$ cat src/rtl/gcd_pack.sv
// Shared types and defaults for the subtractive GCD engine.
package gcd_pack;

    localparam int GCD_WIDTH_DEFAULT = 32;

    typedef enum logic [1:0] {
        IDLE = 2'd0,
        CALC = 2'd1,
        DONE = 2'd2
    } gcd_state_t;

endpackage

$ cat src/rtl/gcd_step.sv
// One compare/subtract step of the GCD datapath: equality, ordering and
// the non-negative difference of the two operands.
module gcd_step
    import gcd_pack::*;
#(
    parameter int WIDTH = GCD_WIDTH_DEFAULT
) (
    input  logic [WIDTH-1:0] a,
    input  logic [WIDTH-1:0] b,
    output logic             eq,
    output logic             a_gt_b,
    output logic [WIDTH-1:0] diff
);

    always_comb begin
        eq     = (a == b);
        a_gt_b = (a > b);
        diff   = a_gt_b ? (a - b) : (b - a);
    end

endmodule

$ cat src/rtl/gcd_core.sv
// Iterative subtractive GCD engine: IDLE/CALC/DONE FSM with a/b/result regs.
// Define GCD_ITER_CNT_EN to add the iter_cnt port and its saturating counter.
module gcd_core
    import gcd_pack::*;
#(
    parameter int WIDTH = GCD_WIDTH_DEFAULT
) (
    input  logic             clk,
    input  logic             rst,
    input  logic             clk_en,
    input  logic             start,
    input  logic [WIDTH-1:0] a_in,
    input  logic [WIDTH-1:0] b_in,
    output logic             busy,
    output logic             done,
    output logic [WIDTH-1:0] result
`ifdef GCD_ITER_CNT_EN
    ,
    output logic [WIDTH-1:0] iter_cnt
`endif
);

    gcd_state_t       state, state_nxt;
    logic [WIDTH-1:0] a_q, b_q, a_nxt, b_nxt, result_nxt;
    logic             eq, a_gt_b;
    logic [WIDTH-1:0] diff;

    gcd_step #(.WIDTH(WIDTH)) u_step (
        .a      (a_q),
        .b      (b_q),
        .eq     (eq),
        .a_gt_b (a_gt_b),
        .diff   (diff)
    );

    always_comb begin
        // NOTE: every output gets a default first so no path infers a latch.
        state_nxt  = state;
        a_nxt      = a_q;
        b_nxt      = b_q;
        result_nxt = result;
        case (state)
            IDLE: begin
                if (start) begin
                    a_nxt = a_in;
                    b_nxt = b_in;
                    if (a_in == '0 || b_in == '0) begin
                        result_nxt = a_in | b_in;
                        state_nxt  = DONE;
                    end else begin
                        state_nxt = CALC;
                    end
                end
            end
            CALC: begin
                if (eq) begin
                    result_nxt = a_q;
                    state_nxt  = DONE;
                end else if (a_gt_b) begin
                    a_nxt = diff;
                end else begin
                    b_nxt = diff;
                end
            end
            DONE:    state_nxt = IDLE;
            default: state_nxt = IDLE;
        endcase
    end

    // Reset is itself gated by clk_en: a disabled clock freezes everything.
    always_ff @(posedge clk) begin
        if (clk_en) begin
            // NOTE: state registers use non-blocking assignments so every
            // flop samples pre-edge values regardless of statement order.
            if (rst) begin
                state  <= IDLE;
                a_q    <= '0;
                b_q    <= '0;
                result <= '0;
            end else begin
                state  <= state_nxt;
                a_q    <= a_nxt;
                b_q    <= b_nxt;
                result <= result_nxt;
            end
        end
    end

    assign busy = (state == CALC);
    assign done = (state == DONE);

`ifdef GCD_ITER_CNT_EN
    // Counts subtract steps only; the final a==b cycle is not a step.
    always_ff @(posedge clk) begin
        if (clk_en) begin
            if (rst) begin
                iter_cnt <= '0;
            end else if (state == IDLE && start) begin
                iter_cnt <= '0;
            end else if (state == CALC && !eq && iter_cnt != '1) begin
                iter_cnt <= iter_cnt + WIDTH'(1);
            end
        end
    end
`endif

endmodule

$ cat config.mk
export PLATFORM = sky130hd
export DESIGN_NAME = gcd_core
export DESIGN_NICKNAME = d
export VERILOG_FILES = /design/src/rtl/gcd_pack.sv /design/src/rtl/gcd_step.sv /design/src/rtl/gcd_core.sv
export SDC_FILE = /design/constraint.sdc
export NUM_CORES = 1
export LEC_CHECK = 0
export BUFFER_PORTS_ARGS = -buffer_cell sky130_fd_sc_hd__buf_2
export CORE_MARGIN = 2
export CORE_UTILIZATION = 35
export DETAILED_ROUTE_END_ITERATION = 16
export SLEW_MARGIN = 20
export SYNTH_ARGS = -nofsm -noshare
export SYNTH_HDL_FRONTEND = slang
export SYNTH_SLANG_ARGS = --single-unit
$ cat constraint.sdc
create_clock -name clk -period 6.18 [get_ports clk]
set_input_delay 0 -clock clk [delete_from_list [all_inputs] [get_ports clk]]
set_output_delay 0 -clock clk [all_outputs]
set_load 0.01 [all_outputs]
==> results.toml, run 1 <==
[synthesis]
synth.ff_latch_count = 98
postSynth.asyncResetShare_pct = 0
synth_edf_count = 98
synthesis.nets = 1054
synth_top_flop_cell = "edfxtp_1"
yosys_warnings = 0
ys_types = 70
syn-mean-instance-area_sq_um = 8.832
syn_area_sq_um = 8134
ys_seq_area_share_pct = 36.18
netlist_instances = 921

[power]
totalPowerFinal_mw = 2.361
irDropWorstVdd_mv = 0.1206
p_leak_nw = 3.953
p_per_area_nw_per_um2 = 246.3

[die]
core_sq_um = 22710
chipHeight_um = 156.4
die_w_um = 156.4
io_pins = 102
initial_utilization_pct = 35.82
rows = 55
fp.dieArea_sq_um = 24480

[placement]
gp_congestion = 0.9640
io_buffers = 101
pre_cts_ws_ps = 2332
place_hpwl_um = 19040

[worst_setup_path]
crit_arrival_ps = 3970
required_ps = 6280
worstSetupEndpointType = "flop"
critical_path_class = "flop to flop"
rr_worst_depth = 10
crit_path_start_kind = "flop"
cp_max_fo = 18

[cells_and_area]
antenna_cells = 0
post-route-util_pct = 42.21
num-nets-final = 1163
n_fill_cell = 2311
drive_above_1_share_pct = 14.01
area.growth.synth_to_final_pct = 17.84

[outcome]
status = "completed"

[sta]
hold_viol = 0
fmax_mhz = 258.2
clock_skew_ps = 12.15
finalCriticalPeriod_ps = 3873
setup-tns-final_ps = 0
setup_violations = 0
layout_setup_ws_ps = 2307
worst-slew-pin-transition_ps = 1096
fin_crit_sh_pct = 62.67
report.final.slew_viol_count = 0
rsz0062_at_grt = "no"
max_slew_margin_pct = 26.73
holdWs_ps = 24.58

[grt]
grt_start_max_net_pins = 58
grt-ovfl-total = 0
grtUsageTotal_pct = 21.07
grt_first_pass_wirelength_um = 39850
grt_antenna_before_repair = 0
grt_pass1_vias = 7239

[cts]
clk_latency_ps = 370
cts_resized = 0
cts_setup_buffers = 0
root_buffer = "clkbuf_16"
cts.clk_slew.worst_paths_ps = 80
cts.sinks = 98
cts_buffer_depth = 2
htree_levels = 3
cts_buffers = 9
cts_tree = "built"

[routing]
drt-total-wl_um = 25570
drt-initial-drc-count = 665
via_per_inst = 5.697
vias = 7520
wl_per_cell_um = 19.37
first_pass_iters = 5
drc = 0
antenna_left = 0

[worst_hold_path]
min_path_type = "primary input to flop"
hold_depth = 3

[job]
maxCapViolCount = 0
[sequential cells by signal, indices dropped and copies added (netlist names)]
signal	flops
result	32
a_q	32
b_q	32
state	2
[metrics by stage]
step                      instance area (sq um)  cells
final                                      9585   1320
after global routing                       9585   1320
after CTS                                  9585   1320
after detailed placement                   8813   1261
after global placement                     8813   1261
after floorplan                            8134    921
[layout by cell type, fill, tap and decap left out, drive strengths merged, types with 5 or more instances in the layout]
cell	n
clkbuf	9
nor4	20
nand4	23
dlygate4sd3	43
a22o	19
mux2i	28
nor2	61
nand2b	13
xor2	7
a21o	17
o21a	14
a21oi	81
nand3	13
xnor2	10
and2	5
ha	63
o21bai	10
nor2b	9
a21boi	5
nand2	75
buf	108
a211oi	39
o211ai	5
or3	10
edfxtp	98
inv	74
a211o	7
nor3	59
o21ai	62
[power breakdown]
group	internal, mW	leakage, nW	switching [mW]
Clock	0.396	0.166	0.276
Sequential	0.800	0.951	0.0224
Combinational	0.319	2.84	0.547
[synth_stat cells, drive strengths merged (2+ instances only)]
master   n  share of area (%)
a311oi   3               0.32
o221ai   3               0.32
mux2     2               0.28
nor2b    9               0.69
a22oi    2               0.25
a31oi    4               0.31
a21boi   5               0.46
nand2   75                3.7
nor2    61                2.9
nand3   13               0.80
nor4    20                1.7
xnor2   10                1.1
a21oi   81                5.0
nand2b  13                1.0
fa       2               0.49
o21a    14                1.3
and2     5               0.38
or3     10               0.89
clkbuf  42                2.0
a22o    19                2.0
nand4   23                1.8
or2      2               0.15
xor2     7               0.75
ha      63                9.7
buf     11                1.1
o21bai  10               0.92
o211a    2               0.25
mux2i   28                3.4
a211o    7               0.75
inv     73                3.4
nor3    59                3.8
o21ai   62                3.8
o31ai    3               0.28
edfxtp  98                 36
o211ai   5               0.46
a21o    17                1.6
a211oi  39                3.8
[final cells by class]
type	count	area, sq um	area share (%)
multi-input combinational	696	4677	48.79
sequential	98	2943	30.70
timing repair buffer	151	988.4	10.31
tap	285	356.6	3.720
inverter	74	279.0	2.911
clock buffer	9	225.2	2.350
clock inverter	7	116.4	1.214
[final timing paths]
| kind | to | slack [ps] | from |
|---|---|---|---|
| min reg2reg | state[1]$_SDFFCE_PP0P_ | 710 | state[1]$_SDFFCE_PP0P_ |
| max | a_q[20]$_SDFFCE_PP0P_ | 2310 | b_q[10]$_SDFFCE_PP0P_ |
| min | a_q[4]$_SDFFCE_PP0P_ | 20 | a_in[4] |
| max reg2reg | a_q[20]$_SDFFCE_PP0P_ | 2310 | b_q[10]$_SDFFCE_PP0P_ |
[timing repair]
| item | in CTS | in global routing |
|---|---|---|
| endpoints found under the setup margin | 0 | 0 |
| hold buffers | 43 | 0 |
| endpoints found under the hold margin | 43 | 0 |
[worst max-delay path, stage by stage (launching register included)]
cell      delay [ps]
edfxtp_1         400
ha_1             530
nand2_4          100
or3_4            410
or3_4            410
nor4_4           380
a21oi_1          280
nand2_4          410
mux2i_1          340
mux2i_1          270
nor3_1            70
[cell families (layout without fill, tap and decap cells)]
group	Yosys count	in the layout	synth area share [%]
fa+ha+maj	65	65	10.18
simple gates	296	296	18.40
compound gates	288	288	23.26
buf+inv	127	241	6.430
xor+xnor	17	17	1.830
mux	30	30	3.722
flops	98	98	36.18
[per-layer routing]
metal / part of all wire, % / up-vias / GRT usage [%] / routed length (um)
met2: 46 / 257 / 33.79 / 11650
met5: 0 / - / 0 / 0
met1: 47 / 3597 / 29.69 / 11890
met4: 2.0 / 0 / 5.854 / 506
met3: 5.9 / 37 / 2.963 / 1515
li1: - / 3629 / - / -
No activity file was read; power rests on OpenSTA's default activity.
==> run 2, diff against run 1 <==
- clock period: 6.18 -> 3.65 ns (I/O delays scaled with it)
==> results.toml, run 2 (synthesis results as in run 1) <==
[routing]
via_per_inst = 5.634
drc = 0
wl_per_cell_um = 19.19
vias = 7578
antenna_left = 0
drt-total-wl_um = 25810
drt-initial-drc-count = 637
first_pass_iters = 5

[die]
io_pins = 102
initial_utilization_pct = 35.82
core_sq_um = 22710
fp.dieArea_sq_um = 24480
rows = 55
chipHeight_um = 156.4
die_w_um = 156.4

[cts]
cts.sinks = 98
cts_buffer_depth = 2
clk_latency_ps = 370
cts.clk_slew.worst_paths_ps = 70
cts_tree = "built"
htree_levels = 3
cts_buffers = 9
root_buffer = "clkbuf_16"

[cells_and_area]
top_regs = "a_q x32, b_q x32, result x32"
area.growth.synth_to_final_pct = 20.54
num-nets-final = 1189
layout_common_cells = "buf_2, edfxtp_1, a21oi_1"
n_fill_cell = 2288
antenna_cells = 0
drive_above_1_share_pct = 16.23
layout_commonest_cell = "buf_2"

[worst_setup_path]
cp_max_fo = 14
crit_arrival_ps = 3560
critical_path_class = "flop to flop"
crit_path_start_kind = "flop"
r2r_start = "b_q[6]$_SDFFCE_PP0P_"
rrSetupSlack_ps = 210
rr_worst_depth = 10
required_ps = 3770
crit_start = "b_q[6]$_SDFFCE_PP0P_"
worstSetupEndpointType = "flop"

[grt]
grt_pass1_vias = 7437
grt_first_pass_wirelength_um = 41060
grt-ovfl-total = 0
grt_start_max_net_pins = 88
grtUsageTotal_pct = 21.71
grt_antenna_before_repair = 0

[worst_hold_path]
hp-start = "a_in[4]"
hold_depth = 3
min_path_type = "primary input to flop"

[sta]
fmax_mhz = 290.4
fin_crit_sh_pct = 94.36
setup-tns-final_ps = 0
rsz0062_at_grt = "no"
max_slew_margin_pct = 52.38
setup_violations = 0
hold_viol = 0
clock_skew_ps = 8.749
holdWs_ps = 9.434
finalCriticalPeriod_ps = 3444
report.final.slew_viol_count = 0
worst-slew-pin-transition_ps = 705.3

[outcome]
status = "completed"

[power]
p_per_area_nw_per_um2 = 398.8
irDropWorstVdd_mv = 0.2268
p_leak_nw = 4.063

[job]
maxCapViolCount = 0

[placement]
io_buffers = 101
gp_congestion = 0.9330
place_hpwl_um = 19630
## run 2: changes by cell type in the layout (fill, tap and decap cells not counted), moves of 2 or more
cell,change
buf_4,+22
buf_12,+5
a21oi_1,-3
a21oi_2,+3
bufinv_16,-2
clkbuf_1,+2
## run 2: power by group
group / switching (mW) / total [mW] / internal (mW)
Combinational: 0.952 / 1.56 / 0.606
Clock: 0.434 / 0.958 / 0.524
Sequential: 0.0391 / 1.39 / 1.35
Total: 1.43 / 3.91 / 2.48
## run 2: stage by stage
step	cells	setup slack, ps	instance area (sq um)	util (%)	total power, mW
5_1_grt	1345	13.73	9804	43.17	4.130
4_1_cts	1342	111.5	9753	42.95	3.893
3_5_place_dp	1285	139.3	9056	39.88	2.898
6_report	1345	205.9	9804	43.17	3.910
2_1_floorplan	921	172.6	8134	-	2.434
3_3_place_gp	1285	202.8	9056	39.88	2.893
## run 2: layout make-up
class	instances	area, sq um	area share, %
multi-input cells	696	4706	48.00
flip-flops and latches	98	2943	30.02
repair buffers	177	1244	12.69
well taps	285	356.6	3.637
inverters	74	279.0	2.846
clock buffers	11	232.7	2.374
clock inverters	4	43.79	0.4467
## run 2: critical path: stages (launching register included)
cell and delay (ps):
edfxtp_1 410, ha_2 420, nand2_1 110, or3_4 350, or3_4 410, nor4_4 390, a21o_2 240, nor2_4 140
o21ai_0 380, xor2_1 240, o21ai_0 100
## run 2: final timing paths
| kind | endpoint |
|---|---|
| worst min-delay path | a_q[4]$_SDFFCE_PP0P_ |
| worst max-delay path | a_q[27]$_SDFFCE_PP0P_ |
| worst max register to register | a_q[27]$_SDFFCE_PP0P_ |
| worst min register to register | result[13]$_SDFFCE_PP0P_ |
## run 2: timing repair
item	in CTS	in global routing
gates resized for setup	0	7
buffers inserted	0	3
hold endpoints to repair	42	0
hold buffers	42	0
endpoints found under the setup margin	0	76
## run 2: per-layer routing
layer | GRT usage [%] | routed length (um) | vias to the layer above
li1 | - | - | 3680
met1 | 30.68 | 12190 | 3633
met2 | 35.01 | 11810 | 242
met3 | 2.631 | 1405 | 23
met4 | 6.073 | 393 | 0
met5 | 0 | 0 | -
